<file path="src/rtl/hazard_scoreboard_pkg.sv">
// Shared types and defaults for the register-fetch hazard scoreboard.
package hazard_scoreboard_pkg;

  localparam int scoreboard_depth_gp = 4;
  localparam int reg_addr_width_gp   = 5;

  typedef logic [reg_addr_width_gp-1:0] rvga_reg;

  typedef struct packed {
    logic    valid;
    rvga_reg rd;
  } rvga_sb_entry;

endpackage

</file>
<file path="src/rtl/hazard_scoreboard_sb_fifo.sv">
// In-order tracker of in-flight destination registers: circular buffer with
// push at tail, pop at head, and flush-N that rewinds the tail. Exposes every
// slot's valid bit and rd index so the caller can compare all entries in parallel.
module hazard_scoreboard_sb_fifo #(
  parameter int depth_p = 4,
  parameter int width_p = 5
) (
  input  logic                                  clk_i,
  input  logic                                  rst_i,
  input  logic                                  push_i,
  input  logic [width_p-1:0]                    push_data_i,
  input  logic                                  pop_i,
  input  logic                                  flush_i,
  input  logic [$clog2(depth_p):0]              flush_cnt_i,
  input  logic                                  mask_head_i,
  output logic [depth_p-1:0]                    match_valid_o,
  output logic [depth_p-1:0][width_p-1:0]       data_o,
  output logic [$clog2(depth_p):0]              count_o
);

  localparam int PW = $clog2(depth_p);
  localparam int CW = PW + 1;
  localparam logic [PW-1:0] PTR_ONE = PW'(1);
  localparam logic [CW-1:0] CNT_ONE = CW'(1);

  logic [depth_p-1:0]              valid_q, valid_d;
  logic [depth_p-1:0][width_p-1:0] data_q, data_d;
  logic [PW-1:0]                   head_q, head_d;
  logic [PW-1:0]                   tail_q, tail_d;
  logic [CW-1:0]                   count_q, count_d;
  logic [CW-1:0]                   squash;
  logic                            pop_en;
  logic                            push_en;

  assign pop_en  = pop_i & (count_q != '0);
  assign push_en = push_i & ~flush_i;

  // Next state: pop oldest first, then either push or squash youngest.
  always_comb begin
    valid_d = valid_q;
    data_d  = data_q;
    head_d  = head_q;
    tail_d  = tail_q;
    count_d = count_q;
    squash  = '0;
    if (pop_en) begin
      valid_d[head_q] = 1'b0;
      head_d          = head_q + PTR_ONE;
      count_d         = count_q - CNT_ONE;
    end
    if (push_en) begin
      valid_d[tail_q] = 1'b1;
      data_d[tail_q]  = push_data_i;
      tail_d          = tail_q + PTR_ONE;
      count_d         = count_d + CNT_ONE;
    end
    if (flush_i) begin
      squash = (flush_cnt_i < count_d) ? flush_cnt_i : count_d;
      for (int i = 0; i < depth_p; i++) begin
        if (CW'(i) < squash) begin
          valid_d[tail_q - PW'(i) - PTR_ONE] = 1'b0;
        end
      end
      tail_d  = tail_q - PW'(squash);
      count_d = count_d - squash;
    end
  end

  // Compare view: head slot hidden while it is retiring, when the caller asks.
  always_comb begin
    match_valid_o = valid_q;
    if (mask_head_i) begin
      match_valid_o[head_q] = 1'b0;
    end
  end

  // State registers, synchronous reset.
  always_ff @(posedge clk_i) begin
    if (rst_i) begin
      valid_q <= '0;
      data_q  <= '0;
      head_q  <= '0;
      tail_q  <= '0;
      count_q <= '0;
    end else begin
      valid_q <= valid_d;
      data_q  <= data_d;
      head_q  <= head_d;
      tail_q  <= tail_d;
      count_q <= count_d;
    end
  end

  assign data_o  = data_q;
  assign count_o = count_q;

endmodule

</file>
<file path="src/rtl/hazard_scoreboard.sv">
// Issue controller at the decode/rfetch boundary. Stalls on read-after-write
// hazards against in-flight writes, on a full tracker, or on external request.
// Optional macro HAZARD_WB_BYPASS_EN: the retiring head entry stops matching in
// its writeback cycle (write-first regfile), so dependents issue a cycle earlier.
module hazard_scoreboard
  import hazard_scoreboard_pkg::*;
#(
  parameter int depth_p          = scoreboard_depth_gp,
  parameter int reg_addr_width_p = reg_addr_width_gp
) (
  input  logic                          clk_i,
  input  logic                          rst_i,
  input  logic                          dec_v_i,
  input  logic [reg_addr_width_p-1:0]   dec_rs1_i,
  input  logic                          dec_rs1_v_i,
  input  logic [reg_addr_width_p-1:0]   dec_rs2_i,
  input  logic                          dec_rs2_v_i,
  input  logic [reg_addr_width_p-1:0]   dec_rd_i,
  input  logic                          dec_rd_w_v_i,
  input  logic                          ext_stall_i,
  input  logic                          wb_v_i,
  input  logic                          flush_v_i,
  input  logic [$clog2(depth_p):0]      flush_cnt_i,
  output logic                          stall_v_o,
  output logic                          issue_o,
  output logic [$clog2(depth_p):0]      inflight_cnt_o
);

  localparam int CW = $clog2(depth_p) + 1;

  logic [depth_p-1:0]                       match_valid;
  logic [depth_p-1:0][reg_addr_width_p-1:0] entry_rd;
  logic [CW-1:0]                            count;
  logic                                     mask_head;
  logic                                     rs1_hit, rs2_hit;
  logic                                     haz, full, push;

`ifdef HAZARD_WB_BYPASS_EN
  assign mask_head = wb_v_i;
`else
  assign mask_head = 1'b0;
`endif

  hazard_scoreboard_sb_fifo #(
    .depth_p (depth_p),
    .width_p (reg_addr_width_p)
  ) u_fifo (
    .clk_i         (clk_i),
    .rst_i         (rst_i),
    .push_i        (push),
    .push_data_i   (dec_rd_i),
    .pop_i         (wb_v_i),
    .flush_i       (flush_v_i),
    .flush_cnt_i   (flush_cnt_i),
    .mask_head_i   (mask_head),
    .match_valid_o (match_valid),
    .data_o        (entry_rd),
    .count_o       (count)
  );

  // Parallel compare of both sources against every live tracked rd.
  always_comb begin
    rs1_hit = 1'b0;
    rs2_hit = 1'b0;
    for (int i = 0; i < depth_p; i++) begin
      if (match_valid[i] && (entry_rd[i] == dec_rs1_i)) rs1_hit = 1'b1;
      if (match_valid[i] && (entry_rd[i] == dec_rs2_i)) rs2_hit = 1'b1;
    end
  end

  assign haz = dec_v_i &
               ((dec_rs1_v_i & (dec_rs1_i != '0) & rs1_hit) |
                (dec_rs2_v_i & (dec_rs2_i != '0) & rs2_hit));

  // Full uses the registered count; a same-cycle pop does not make room.
  assign full      = (count == CW'(depth_p));
  assign stall_v_o = ext_stall_i | haz | (dec_v_i & dec_rd_w_v_i & full);
  assign issue_o   = dec_v_i & ~stall_v_o & ~flush_v_i & ~rst_i;
  assign push      = issue_o & dec_rd_w_v_i & (dec_rd_i != '0);

  assign inflight_cnt_o = count;

`ifndef SYNTHESIS
  // Writeback retiring from an empty tracker means upstream bookkeeping broke.
  always_ff @(posedge clk_i) begin
    if (!rst_i && wb_v_i) begin
      assert (count != '0) else $error("hazard_scoreboard: writeback with no tracked entry");
    end
  end
`endif

endmodule
</file>
<file path="config.mk">
export PLATFORM = sky130hd
export DESIGN_NAME = hazard_scoreboard
export DESIGN_NICKNAME = d
export VERILOG_FILES = /design/src/rtl/hazard_scoreboard_pkg.sv /design/src/rtl/hazard_scoreboard_sb_fifo.sv /design/src/rtl/hazard_scoreboard.sv
export SDC_FILE = /design/constraint.sdc
export NUM_CORES = 1
export LEC_CHECK = 0
export BUFFER_PORTS_ARGS = -buffer_cell sky130_fd_sc_hd__buf_2
export CORE_MARGIN = 8
export CORE_UTILIZATION = 26
export DETAILED_ROUTE_END_ITERATION = 10
export HOLD_SLACK_MARGIN = 0.15
export SLEW_MARGIN = 15
export SYNTH_ARGS = -nofsm -noshare
export SYNTH_HDL_FRONTEND = slang
export SYNTH_SLANG_ARGS = --single-unit
export TNS_END_PERCENT = 50
</file>
<file path="constraint.sdc">
create_clock -name clk_i -period 8.5 [get_ports clk_i]
set_input_delay 2.125 -clock clk_i [delete_from_list [all_inputs] [get_ports clk_i]]
set_output_delay 2.125 -clock clk_i [all_outputs]
set_load 0.005 [all_outputs]
</file>
==> impl_metrics.json <==
{
  "result_of_the_run": "finished clean",
  "drt-pass1-iter-count": 4,
  "num-fill-cells": 1031,
  "antenna_cells": 0,
  "die_area_um2": 13040,
  "dp.final_hpwl_um": 5440,
  "pin_count_of_the_biggest_net_entering_global_routing": 37,
  "synth_fp_nets": 349,
  "critPathMaxFanout": 9,
  "clk-insertion-delay-late_ns": 0.28,
  "antenna_violating_nets_post_route": 0,
  "drt-vias-per-instance": 4.863,
  "final_common_cell": "xor2_1",
  "tritoncts": "yes",
  "finish.cell_count_without_fillers": 460,
  "synth-compound-area-share_pct": 16.17,
  "post_route_cells_drive_above_1_share_pct": 15.90,
  "cts-root-to-sink-buffers": 2,
  "timing_hold_violations_final": 0,
  "floorplan.io_pins": 32,
  "synth_area_per_cell_um2": 8.141,
  "timing.slew.headroom_pct": 54.07,
  "cts-htree-levels": 2,
  "grt_antenna_before_repair": 0,
  "cp.required_ns": 8.70,
  "synth_top_family_by_area": "simple AND/OR/NAND/NOR gates",
  "timing.critical_path.from_type": "primary input",
  "yosys_warnings": 0,
  "cts-root-buf": "clkbuf_8",
  "cap_viol_max_count": 0,
  "globalRouteOverflowTotal": 0,
  "chipWidth_um": 114.2,
  "row_count": 36,
  "clock_skew_ns": 0.008892,
  "synthesis.area_um2": 2507,
  "design.core.area_um2": 9549,
  "synth.yosys.seq_area_share_pct": 24.75,
  "timing.final.crit_period_ns": 6.143,
  "postCtsHoldBufs": 0,
  "leakage_nw": 1.194,
  "synth_simple_gate_area_share_pct": 21.01,
  "gp_congestion": 0.8570,
  "track_usage_pct": 11.23,
  "cts_post_setup_buffers_inserted": 0,
  "timing.hold.worst.start": "u_fifo.data_o[6]$_SDFFE_PP0P_",
  "timing.fmax_ghz": 0.1628,
  "register_area_um2": 620.6,
  "yosys-mux-area-fraction_pct": 7.236,
  "setup_viol_count_final": 0,
  "critPathCaptureType": "flop",
  "layout.cells.most_common_list": "32 x xor2_1, 31 x buf_2, 31 x dfxtp_1",
  "min_path_type": "flop to flop",
  "tightest_slew_ns": 0.6889,
  "drt-wirelength-per-cell_um": 15.40,
  "fin_crit_sh_pct": 72.27,
  "grt_first_pass_wirelength_um": 11760,
  "detail_route.iter0.violations": 120,
  "startpoint": "dec_rs2_i[2]",
  "cts_resized": 0,
  "synth_xor_area_share_pct": 15.72,
  "tritoncts.num_buffers": 5,
  "unrepaired_setup_endpoints_after_global_routing": "no",
  "netlist_instances": 308,
  "multi_input_area_um2": 1710,
  "finish.utilization_pct": 29.68,
  "routed_wl_um": 7082,
  "detail_route.drc_violations": 0,
  "grt_pass1_vias": 2239,
  "cts.clk_slew.worst_paths_ns": 0.07,
  "vias": 2237,
  "post_synth_adder_cell_area_pct": 8.084,
  "fin_nets": 367,
  "synthDistinctLibCells": 48,
  "placed_cells": 452,
  "ir_worst_vdd_v": 0.00006534,
  "slew_viol_final": 0,
  "areaGrowthSynthToFinish_pct": 13.02,
  "pre_cts_ws_ns": 2.113,
  "initial_standard_cell_utilization_of_the_core_pct": 26.26,
  "fin_tns_setup_ns": 0,
  "pwr_density_nw_per_um2": 217.4,
  "ys_seq_elements": 31,
  "io_buffers": 31,
  "cp.arrival_ns": 6.35,
  "critical_path_class": "primary input to flop",
  "critical_path.reg2reg.startpoint": "u_fifo.count_o[0]$_SDFF_PP0_",
  "cts_num_sinks": 31,
  "setup_slack_ns": 2.357,
  "height_of_the_chip_um": 114.2
}
[state kept, by name, summed over array words and instances, names as in the netlist]
signal,cells
u_fifo.head_q,2
u_fifo.valid_q,4
u_fifo.tail_q,2
u_fifo.data_o,20
u_fifo.count_o,3
[per-layer routing]
metal	vias up	wire, µm	GRT usage (%)
met3	8	242	1.951
met2	54	3590	19.09
li1	1110	-	-
met1	1065	3115	13.65
met4	0	133	4.614
met5	-	0	0
[where the power goes]
group | total [mW] | internal, mW | switching, mW
Combinational | 0.289 | 0.115 | 0.174
Sequential | 0.176 | 0.157 | 0.0183
Clock | 0.151 | 0.0948 | 0.0561
Total | 0.616 | 0.368 | 0.248
[layout make-up]
type | instances | area share, %
Sequential cell | 31 | 21.90
Timing Repair Buffer | 31 | 5.475
Clock buffer | 6 | 2.914
Inverter | 17 | 2.252
Clock inverter | 2 | 1.236
Multi-Input combinational cell | 240 | 60.35
Tap cell | 133 | 5.872
[logic make-up (layout without fill, tap and decap cells)]
kind of cell / count (synthesis) / after routing
xor+xnor: 45 / 45
buf+inv: 37 / 56
simple gates: 102 / 102
mux: 18 / 18
compound gates: 59 / 59
fa+ha+maj: 16 / 16
flops: 31 / 31
[critical path: stages]
cell,delay (ns)
buf_2,0.16
xor2_1,0.15
nor4_1,0.40
and3_1,0.24
nor4_2,0.05
o221a_2,0.35
and3_1,0.20
xnor2_1,0.21
inv_1,0.12
ha_1,0.32
a211oi_2,0.60
a32oi_2,0.22
o2bb2ai_4,0.30
inv_1,0.10
fa_1,0.41
xnor2_1,0.17
nand2_1,0.07
a21oi_1,0.15
[cells in the mapped netlist (all sizes together)]
cell / n / share of area [%]
a311oi: 1 / 0.35
fa: 1 / 0.80
nor3b: 1 / 0.30
a211o: 2 / 0.70
xor2: 32 / 11
o2111ai: 1 / 0.35
and3: 10 / 2.5
ha: 13 / 6.5
mux2i: 17 / 6.8
nand2b: 3 / 0.75
dfxtp: 31 / 25
o221ai: 3 / 1.0
nor2: 27 / 4.0
nand2: 31 / 4.7
o21ai: 19 / 3.8
or4: 5 / 1.5
a32oi: 3 / 1.3
clkinv: 1 / 0.15
maj3: 2 / 0.80
clkbuf: 7 / 1.0
nor4: 12 / 3.5
o2bb2ai: 1 / 1.1
a31oi: 1 / 0.25
a21oi: 19 / 3.8
a21boi: 4 / 1.5
o311ai: 2 / 0.70
nor3: 5 / 1.6
nand3: 5 / 1.2
xnor2: 13 / 4.5
or3: 1 / 0.25
a211oi: 2 / 0.80
nor4b: 1 / 0.35
mux2: 1 / 0.45
nand4: 1 / 0.25
buf: 13 / 3.4
inv: 16 / 2.4
o221a: 1 / 0.45
[path summary, 6_finish.rpt]
kind                                                      end  cells after the start  slack [ns]
worst min register to register  u_fifo.data_o[6]$_SDFFE_PP0P_                      2        0.54
worst min-delay path            u_fifo.data_o[6]$_SDFFE_PP0P_                      2        0.54
worst max register to register   u_fifo.count_o[2]$_SDFF_PP0_                     18        3.81
worst max-delay path             u_fifo.count_o[2]$_SDFF_PP0_                     18        2.36
[stage by stage]
stage / hold WS [ns] / cell area [µm²] / power, mW
after floorplan: 0.4895 / 2507 / 0.3982
after global placement: 0.5134 / 2716 / 0.4612
after detailed placement: 0.5215 / 2716 / 0.4671
after CTS: 0.5311 / 2834 / 0.6214
after global routing: 0.5489 / 2834 / 0.6623
final: 0.5395 / 2834 / 0.6161
Note: power is estimated with default switching activity, not from simulation.
